<file path="config.mk">
export PLATFORM = sky130hd
export DESIGN_NAME = debug_trace_buffer_flat
export DESIGN_NICKNAME = d
export VERILOG_FILES = /design/src/rtl/debug_trace_buffer_if.sv /design/src/rtl/debug_trace_buffer.sv /design/src/flat_wrapper.sv
export SDC_FILE = /design/constraint.sdc
export NUM_CORES = 2
export LEC_CHECK = 0
export BUFFER_PORTS_ARGS = -buffer_cell sky130_fd_sc_hd__buf_4
export CORE_MARGIN = 5
export CORE_UTILIZATION = 45
export DETAILED_ROUTE_END_ITERATION = 10
export GPL_ROUTABILITY_DRIVEN = 0
export SLEW_MARGIN = 10
export SYNTH_ARGS = -nofsm -noshare
export SYNTH_HDL_FRONTEND = slang
export SYNTH_SLANG_ARGS = --single-unit
</file>
<file path="constraint.sdc">
create_clock -name clk -period 14.22 [get_ports clk]
set_input_delay 2.844 -clock clk [delete_from_list [all_inputs] [get_ports clk]]
set_output_delay 2.844 -clock clk [all_outputs]
set_load 0.01 [all_outputs]
</file>
<file path="src/rtl/debug_trace_buffer_if.sv">
// Bus bundle for debug_trace_buffer.
// Groups the probe/capture-control inputs, the read port and the status outputs.
//   master : debug host / probe source (drives probes, control, read address)
//   slave  : trace buffer (drives rd_data, state, fill_count, trig_pos)
interface debug_trace_buffer_if #(
  parameter int NUM_CH = 4,
  parameter int PTR_W  = 4,
  parameter int CH_W   = 2
);
  logic [NUM_CH*32-1:0] probe_data;
  logic                 probe_en;
  logic                 arm;
  logic                 disarm;
  logic [CH_W-1:0]      trig_ch;
  logic [31:0]          trig_value;
  logic [PTR_W-1:0]     post_len;
  logic [PTR_W-1:0]     rd_idx;
  logic [CH_W-1:0]      rd_ch;
  logic [31:0]          rd_data;
  logic [1:0]           state;
  logic [PTR_W:0]       fill_count;
  logic [PTR_W-1:0]     trig_pos;

  modport master (
    output probe_data, probe_en, arm, disarm, trig_ch, trig_value, post_len,
           rd_idx, rd_ch,
    input  rd_data, state, fill_count, trig_pos
  );

  modport slave (
    input  probe_data, probe_en, arm, disarm, trig_ch, trig_value, post_len,
           rd_idx, rd_ch,
    output rd_data, state, fill_count, trig_pos
  );
endinterface

</file>
<file path="src/rtl/debug_trace_buffer.sv">
// Debug trace capture unit.
// Samples NUM_CH 32-bit probe channels into a DEPTH-entry ring on cycles where
// probe_en is high. A value match on channel trig_ch, followed by post_len more
// samples, freezes a window of history that is read back through a registered
// port addressed relative to the oldest valid entry.
// Ports:
//   clk   : rising-edge clock
//   rst_n : asynchronous active-low reset
//   bus   : slave side of debug_trace_buffer_if (probes, control, read port,
//           status: state 0 IDLE / 1 ARMED / 2 TRIGGERED / 3 DONE,
//           fill_count, trig_pos)
module debug_trace_buffer #(
  parameter int NUM_CH = 4,
  parameter int DEPTH  = 16,
  parameter int PTR_W  = 4,
  parameter int CH_W   = 2
) (
  input logic                 clk,
  input logic                 rst_n,
  debug_trace_buffer_if.slave bus
);

  localparam logic [1:0] IDLE      = 2'd0;
  localparam logic [1:0] ARMED     = 2'd1;
  localparam logic [1:0] TRIGGERED = 2'd2;
  localparam logic [1:0] DONE      = 2'd3;

  localparam logic [PTR_W:0] FULL = (PTR_W+1)'(DEPTH);

  logic [1:0]           state_q, state_n;
  logic [PTR_W-1:0]     wr_ptr, wr_ptr_n;
  logic [PTR_W-1:0]     post_cnt, post_cnt_n;
  logic [PTR_W-1:0]     trig_abs, trig_abs_n;
  logic [PTR_W-1:0]     trig_pos_q;
  logic [PTR_W-1:0]     oldest, oldest_n, rd_addr;
  logic [PTR_W:0]       fill_q, fill_n;
  logic [31:0]          rd_q, rd_word;
  logic                 we, trig_hit;
  logic [NUM_CH*32-1:0] rd_row;

  logic [NUM_CH*32-1:0] mem [DEPTH];

  // Trigger compare; a trig_ch beyond the last channel never matches.
  always_comb begin
    trig_hit = 1'b0;
    for (int unsigned c = 0; c < NUM_CH; c++) begin
      if (bus.trig_ch == CH_W'(c) && bus.probe_data[32*c +: 32] == bus.trig_value)
        trig_hit = 1'b1;
    end
  end

  // Capture control: disarm > arm > capture.
  always_comb begin
    state_n    = state_q;
    wr_ptr_n   = wr_ptr;
    fill_n     = fill_q;
    post_cnt_n = post_cnt;
    trig_abs_n = trig_abs;
    we         = 1'b0;
    if (bus.disarm) begin
      state_n = IDLE;
    end else if (bus.arm) begin
      state_n    = ARMED;
      wr_ptr_n   = '0;
      fill_n     = '0;
      post_cnt_n = '0;
    end else begin
      case (state_q)
        ARMED: begin
          if (bus.probe_en) begin
            we       = 1'b1;
            wr_ptr_n = wr_ptr + 1'b1;
            fill_n   = (fill_q == FULL) ? fill_q : fill_q + 1'b1;
            if (trig_hit) begin
              trig_abs_n = wr_ptr;
              if (bus.post_len == '0) begin
                state_n = DONE;
              end else begin
                state_n    = TRIGGERED;
                post_cnt_n = bus.post_len;
              end
            end
          end
        end
        TRIGGERED: begin
          if (bus.probe_en) begin
            we         = 1'b1;
            wr_ptr_n   = wr_ptr + 1'b1;
            fill_n     = (fill_q == FULL) ? fill_q : fill_q + 1'b1;
            post_cnt_n = post_cnt - 1'b1;
            if (post_cnt == PTR_W'(1))
              state_n = DONE;
          end
        end
        default: ;
      endcase
    end
  end

  // When full, fill's low bits are zero, so oldest collapses to wr_ptr.
  assign oldest   = wr_ptr - fill_q[PTR_W-1:0];
  assign oldest_n = wr_ptr_n - fill_n[PTR_W-1:0];

  // trig_pos is registered from next-state values so it lines up with fill_count.
  always_ff @(posedge clk or negedge rst_n) begin
    if (!rst_n) begin
      state_q    <= IDLE;
      wr_ptr     <= '0;
      fill_q     <= '0;
      post_cnt   <= '0;
      trig_abs   <= '0;
      trig_pos_q <= '0;
      rd_q       <= '0;
    end else begin
      state_q    <= state_n;
      wr_ptr     <= wr_ptr_n;
      fill_q     <= fill_n;
      post_cnt   <= post_cnt_n;
      trig_abs   <= trig_abs_n;
      trig_pos_q <= trig_abs_n - oldest_n;
      rd_q       <= rd_word;
    end
  end

  always_ff @(posedge clk) begin
    if (we)
      mem[wr_ptr] <= bus.probe_data;
  end

  // Read sees pre-edge RAM contents, so a same-edge write returns old data.
  assign rd_addr = oldest + bus.rd_idx;
  assign rd_row  = mem[rd_addr];

  always_comb begin
    rd_word = '1;
    if ({1'b0, bus.rd_idx} < fill_q) begin
      for (int unsigned c = 0; c < NUM_CH; c++) begin
        if (bus.rd_ch == CH_W'(c))
          rd_word = rd_row[32*c +: 32];
      end
    end
  end

  assign bus.rd_data    = rd_q;
  assign bus.state      = state_q;
  assign bus.fill_count = fill_q;
  assign bus.trig_pos   = trig_pos_q;

endmodule

</file>
<file path="src/flat_wrapper.sv">
// flat-port wrapper written by rule: the top's interface ports become plain ports
module debug_trace_buffer_flat 
#(
  parameter int NUM_CH = 4,
  parameter int DEPTH  = 16,
  parameter int PTR_W  = 4,
  parameter int CH_W   = 2
)
  (clk, rst_n, bus_probe_data, bus_probe_en, bus_arm, bus_disarm, bus_trig_ch, bus_trig_value, bus_post_len, bus_rd_idx, bus_rd_ch, bus_rd_data, bus_state, bus_fill_count, bus_trig_pos);
  debug_trace_buffer_if #(.NUM_CH(NUM_CH), .PTR_W(PTR_W), .CH_W(CH_W)) bus_i ();
  input logic clk;
  input logic rst_n;
  input wire logic [$bits(bus_i.probe_data)-1:0] bus_probe_data;
  input wire logic [$bits(bus_i.probe_en)-1:0] bus_probe_en;
  input wire logic [$bits(bus_i.arm)-1:0] bus_arm;
  input wire logic [$bits(bus_i.disarm)-1:0] bus_disarm;
  input wire logic [$bits(bus_i.trig_ch)-1:0] bus_trig_ch;
  input wire logic [$bits(bus_i.trig_value)-1:0] bus_trig_value;
  input wire logic [$bits(bus_i.post_len)-1:0] bus_post_len;
  input wire logic [$bits(bus_i.rd_idx)-1:0] bus_rd_idx;
  input wire logic [$bits(bus_i.rd_ch)-1:0] bus_rd_ch;
  output wire logic [$bits(bus_i.rd_data)-1:0] bus_rd_data;
  output wire logic [$bits(bus_i.state)-1:0] bus_state;
  output wire logic [$bits(bus_i.fill_count)-1:0] bus_fill_count;
  output wire logic [$bits(bus_i.trig_pos)-1:0] bus_trig_pos;
  assign bus_i.probe_data = bus_probe_data;
  assign bus_i.probe_en = bus_probe_en;
  assign bus_i.arm = bus_arm;
  assign bus_i.disarm = bus_disarm;
  assign bus_i.trig_ch = bus_trig_ch;
  assign bus_i.trig_value = bus_trig_value;
  assign bus_i.post_len = bus_post_len;
  assign bus_i.rd_idx = bus_rd_idx;
  assign bus_i.rd_ch = bus_rd_ch;
  assign bus_rd_data = bus_i.rd_data;
  assign bus_state = bus_i.state;
  assign bus_fill_count = bus_i.fill_count;
  assign bus_trig_pos = bus_i.trig_pos;
  debug_trace_buffer #(.NUM_CH(NUM_CH), .DEPTH(DEPTH), .PTR_W(PTR_W), .CH_W(CH_W)) u_core (.clk(clk), .rst_n(rst_n), .bus(bus_i));
endmodule
</file>
# Word-level counts from Yosys, hierarchy flattened
# Memories as Yosys holds them, arrays and structs flattened.
# Index checks and enable logic that the tools add are counted.
# totals
ff_bits	55
ramBits	2048
in_bits	177
output_inout_bits	43
wordCells	99
memories	1
# classes
add_sub_neg	7
order_cmp	1
eq_ne	23
mux	43
n_bitwise	1
n_reduce_logical	15
# mem_list
memory	depth	word_bits	rd	rd_ports_with_merged_regs	write_ports	line_no	source
u_core.mem	16	128	1	0	1	debug_trace_buffer.sv:41	logic [NUM_CH*32-1:0] mem [DEPTH];
# ops
operator	n
two-way mux 32 bit	5
== test 32 bit	4
two-way mux 4 bit	15
two-way mux 5 bit	4
two-way mux 2 bit	6
subtractor 4 bit	3
two-way mux 1 bit	11
== test 2 bit, second input constant	5
inequality test 3 bit, second input constant	3
inequality test 4 x 3 -> 1 bit, second input constant	2
inequality test 4 bit, second input constant	2
one-hot mux 4 bit (2 select lines)	1
== test 2 x 1 -> 1 bit, second input constant	3
AND reduction 6 bit	1
adder 5 x 1 -> 5 bit, second input constant	1
== test 5 bit, second input constant	1
less-than comparator 4 x 5 -> 1 bit	1
AND reduction 5 bit	1
adder 4 x 1 -> 4 bit, second input constant	1
adder 4 bit	1
== test 4 x 1 -> 1 bit, second input constant	1
logical AND 1 bit	4
zero test 2 bit	2
zero test 4 bit	1
10 further kinds	11

# Depth between registers and ports, before layout
# depth
depth_word	12
mapped_depth	18
depth_no_buf	17

# Worst setup path before layout
# OpenSTA, ideal clock, no wires.
# synth_path
path_kind	input to register
startpoint	in bus_disarm
endpoint	mem u_core.mem[3][0] (netlist name), enable pin
setup_ps	772
arrival_ps	12102
t_required_ps	13448
path_slack_ps	1346
stages	4
path_cell_list	or2_1 nor2_1 nand2_1 nor3_1
# synth_via
elab_chain_cells	3
# synth_rtl
element	line_no	source
from (decl)	flat_wrapper.sv:16	input wire logic [$bits(bus_i.disarm)-1:0] bus_disarm;
two-way mux 1 bit	debug_trace_buffer.sv:60	if (bus.disarm) begin
two-way mux 1 bit	debug_trace_buffer.sv:126	if (we)
two-way mux 1 bit (not written as such)	debug_trace_buffer.sv:127	mem[wr_ptr] <= bus.probe_data;
to (decl)	debug_trace_buffer.sv:41	
# No other way between the ends.

# Worst setup path after layout
# layout_path
startpoint	in bus_probe_data[65]
endpoint	reg u_core.trig_pos_q[3], in the netlist u_core.bus.trig_pos[3]
# layout_via
elab_chain_cells	10
# layout_rtl
element	line_no	source
from (decl)	flat_wrapper.sv:13	input wire logic [$bits(bus_i.probe_data)-1:0] bus_probe_data;
== test 32 bit	debug_trace_buffer.sv:47	if (bus.trig_ch == CH_W'(c) && bus.probe_data[32*c +: 32] == bus.trig_value)
logical AND 1 bit	debug_trace_buffer.sv:47	
two-way mux 1 bit (2 in series)	debug_trace_buffer.sv:47	
two-way mux 4 bit	debug_trace_buffer.sv:74	if (trig_hit) begin
two-way mux 4 bit	debug_trace_buffer.sv:70	if (bus.probe_en) begin
two-way mux 4 bit	debug_trace_buffer.sv:68	case (state_q)
two-way mux 4 bit	debug_trace_buffer.sv:62	end else if (bus.arm) begin
two-way mux 4 bit	debug_trace_buffer.sv:60	
subtractor 4 bit	debug_trace_buffer.sv:120	trig_pos_q <= trig_abs_n - oldest_n;
to (signal assigned)	debug_trace_buffer.sv:120	
to (decl)	debug_trace_buffer.sv:34	logic [PTR_W-1:0] trig_pos_q;
# No other way between the ends.
# A chain may end at the register's enable or synchronous reset.

==> reports/results.tsv <==
stage	metric	value	unit
outcome	status	finished clean	
global_route	antenna_found_initial	44	
setup_path	worst-path-buf-inv	2	
floorplan	io_pins	220	
timing	finalSetupTns	0	ns
clocking	post_cts_resized	0	
setup_path	cpMostUsedCell	xnor2_1	
clocking	htreeDepth	4	
setup_path	startpoint_type	input pin	
timing	setup_ws	6.663	ns
clocking	post-cts-setup-buffers	0	
setup_path	slowest_stage	o41ai_2	
timing	slew_headroom	15.21	%
floorplan	core_area	180500	µm²
detailed_routing	ant_nets	0	
setup_path	path_class	in -> reg	
clocking	cts_root_buffer	clkbuf_16	
layout	drive_gt1_share	33.52	%
logic_synthesis	syn-num-nets	3531	
logic_synthesis	seq_area_frac_synth	77.03	%
layout	final_util	51.65	%
global_route	grt_pass1_wl	306.1	mm
logic_synthesis	synthFlopType	edfxtp_1	
detailed_routing	drtPass1Iterations	5	
layout	stdcell_area	93260	µm²
hold_path	hold_path_end	u_core.trig_abs[0]	
floorplan	rows	156	
logic_synthesis	synth.largest_area_cell	edfxtp_1	
detailed_routing	drc	0	
timing	tightest_slew	1.269	ns
logic_synthesis	postSynth.asyncResetShare	2.615	%
timing	fmax	132.3	MHz
detailed_routing	routed_wl	217.8	mm
layout	nets	3864	
clocking	cts_buffer_depth	3	
setup_path	max_stage_delay	0.92	ns
timing	drv_slew	0	
setup_path	reg2reg_from	u_core.wr_ptr[0]	
setup_path	endpoint_kind	flip-flop	
clocking	holdBufCountCts	0	
hold_path	hp-start	u_core.trig_abs[0]	
floorplan	die_w	435.9	µm
setup_path	reg2reg_slack	8.25	ns
layout	area_growth	14.25	%
setup_path	reg2reg_depth	12	
detailed_routing	vias_per_cell	6.150	
power	peakVddDrop	0.3622	mV
power	p_leak	29.12	nW
detailed_routing	wire_per_inst	34.94	µm
logic_synthesis	synth_commonest_cells	edfxtp_1, mux4_2, clkbuf_1	
run	maxCapViolations	0	
timing	fin_crit_sh	53.14	%
logic_synthesis	synth_edf_count	2048	
setup_path	worst-endpoint-required	14.97	ns
logic_synthesis	syn_inst	3327	
power	p_per_area	206.6	nW/µm²
detailed_routing	drt_iter0_markers	4792	
clocking	cts_made_buffers	210	
timing	fin_skew	0.02636	ns
clocking	cts.clk_slew.worst_paths	0.06	ns
setup_path	critPathArrivalTime	8.31	ns
hold_path	min_path_type	reg -> reg	
power	total_power	19.27	mW
logic_synthesis	synth.area.top_cells	edfxtp_1, mux4_2, dfrtp_1	
placed_design	place_hpwl	116.8	mm
placed_design	placed_area	86330	µm²
setup_path	reg2reg_to	u_core.bus.rd_data[13]	
hold_path	holdPathStages	1	
logic_synthesis	ys_types	48	
logic_synthesis	avgSynthCellArea	24.53	µm²
logic_synthesis	ys_warn_count	0	
placed_design	place_ws	5.814	ns
floorplan	initial_core_util	45.21	%
floorplan	die-area	190000	µm²
clocking	clk_latency	0.84	ns
detailed_routing	vias	38350	
setup_path	worst-path-max-fanout	17	
logic_synthesis	synth_seq_cells	2103	
global_route	grt_usage	22.91	%
global_route	grt-ovfl-total	0	
timing	setup_viol	0	
setup_path	crit_chain	buf_4 > xnor2_1 > nand4_1 > nor4_1 > nand4_1 > o41ai_2 > o2111a_1 > mux2i_1 > fa_1 > inv_1 > ha_1 > a21o_1 > a21oi_1 > xnor2_1 > xnor2_1 > xnor2_1 > xnor2_1	
placed_design	port_buffers	219	
timing	rsz0062_at_grt	false	
global_route	grt_pass1_vias	38530	
floorplan	die-height	435.9	µm
logic_synthesis	yosysTopAreaCellShare	75.34	%
setup_path	crit_family	compound AO/OA/AOI/OAI gates	
logic_synthesis	yosysMostFrequentCell	edfxtp_1	
timing	hold_viol	0	
logic_synthesis	netlist_area	81630	µm²
global_route	grt_max_degree	137	
timing	period_needed	7.557	ns
clocking	cts.sinks	2103	
clocking	tritoncts	built	
==> kinds of logic after synthesis <==
| logic type | after synthesis | synth area share (%) |
|---|---|---|
| compound gates | 48 | 0.4277 |
| xor+xnor | 137 | 1.470 |
| fa+ha+maj | 27 | 0.4691 |
| buf+inv | 191 | 1.035 |
| flops | 2103 | 77.03 |
| mux | 678 | 18.62 |
| simple gates | 143 | 0.9504 |
==> power by group <==
group | internal, mW | switching, mW
registers | 6.86 | 0.0470
clock network | 3.13 | 2.34
logic | 3.53 | 3.35
==> cell usage in the layout, fill, tap and decap left out, types with 6 or more instances in the layout <==
master     count
buf_4        265
dfrtp_1       55
clkbuf_8      22
bufinv_16     15
buf_12        16
clkinv_1      36
nor4_1        15
diode_2       16
nand4_1       25
edfxtp_1    2048
o21ai_0        7
clkbuf_16    211
mux4_2       672
nor2_4        13
or2_1         33
inv_1         30
xor2_1        49
ha_1          20
nor3_1         7
a21oi_1        8
nor2_1        14
clkinv_2      38
nand2_1       17
clkbuf_1      56
clkinv_8       6
xnor2_1       86
==> area by class of cell <==
| type | count | area, µm² |
|---|---|---|
| Sequential cell | 2103 | 62880 |
| Timing Repair Buffer | 281 | 2310 |
| Fill cell | 13820 | 87290 |
| Clock buffer | 289 | 5793 |
| Clock inverter | 112 | 1097 |
| Antenna cell | 16 | 40.04 |
| Multi-Input combinational cell | 1033 | 18060 |
| Tap cell | 2370 | 2965 |
| Inverter | 31 | 116.4 |
==> routing by layer <==
layer	up-vias	track usage, %	part of all wire [%]
met2	1730	35.49	47
met5	-	0	0.040
li1	15040	-	-
met3	285	3.930	7.7
met4	12	6.605	2.7
met1	21280	34.02	42
==> sequential cells by signal, summed over array words and instances, names as in the netlist <==
| register | count |
|---|---|
| u_core.bus.fill_count | 5 |
| u_core.bus.rd_data | 32 |
| u_core.bus.state | 2 |
| u_core.bus.trig_pos | 4 |
| u_core.mem | 2048 |
| u_core.post_cnt | 4 |
| u_core.trig_abs | 4 |
| u_core.wr_ptr | 4 |
==> how the worst max path moves through the flow <==
stage,start,to,cells past startpoint
final,bus_probe_data[65],u_core.bus.trig_pos[3],17
after global routing,bus_probe_data[65],u_core.bus.trig_pos[3],17
after CTS,bus_probe_data[65],u_core.bus.trig_pos[3],17
after detailed placement,bus_probe_data[65],u_core.bus.trig_pos[3],17
after global placement,bus_rd_idx[1],u_core.bus.rd_data[13],10
after floorplan,bus_disarm,u_core.mem[3][0],4
==> stage by stage <==
step	std cells	hold WS (ns)
finish	6235	0.5036
global route	6226	0.5139
CTS	6219	0.5109
detailed placement	5818	0.5013
global placement	5818	0.4886
floorplan	3327	0.4720
Power figures use the tool's default switching activity.
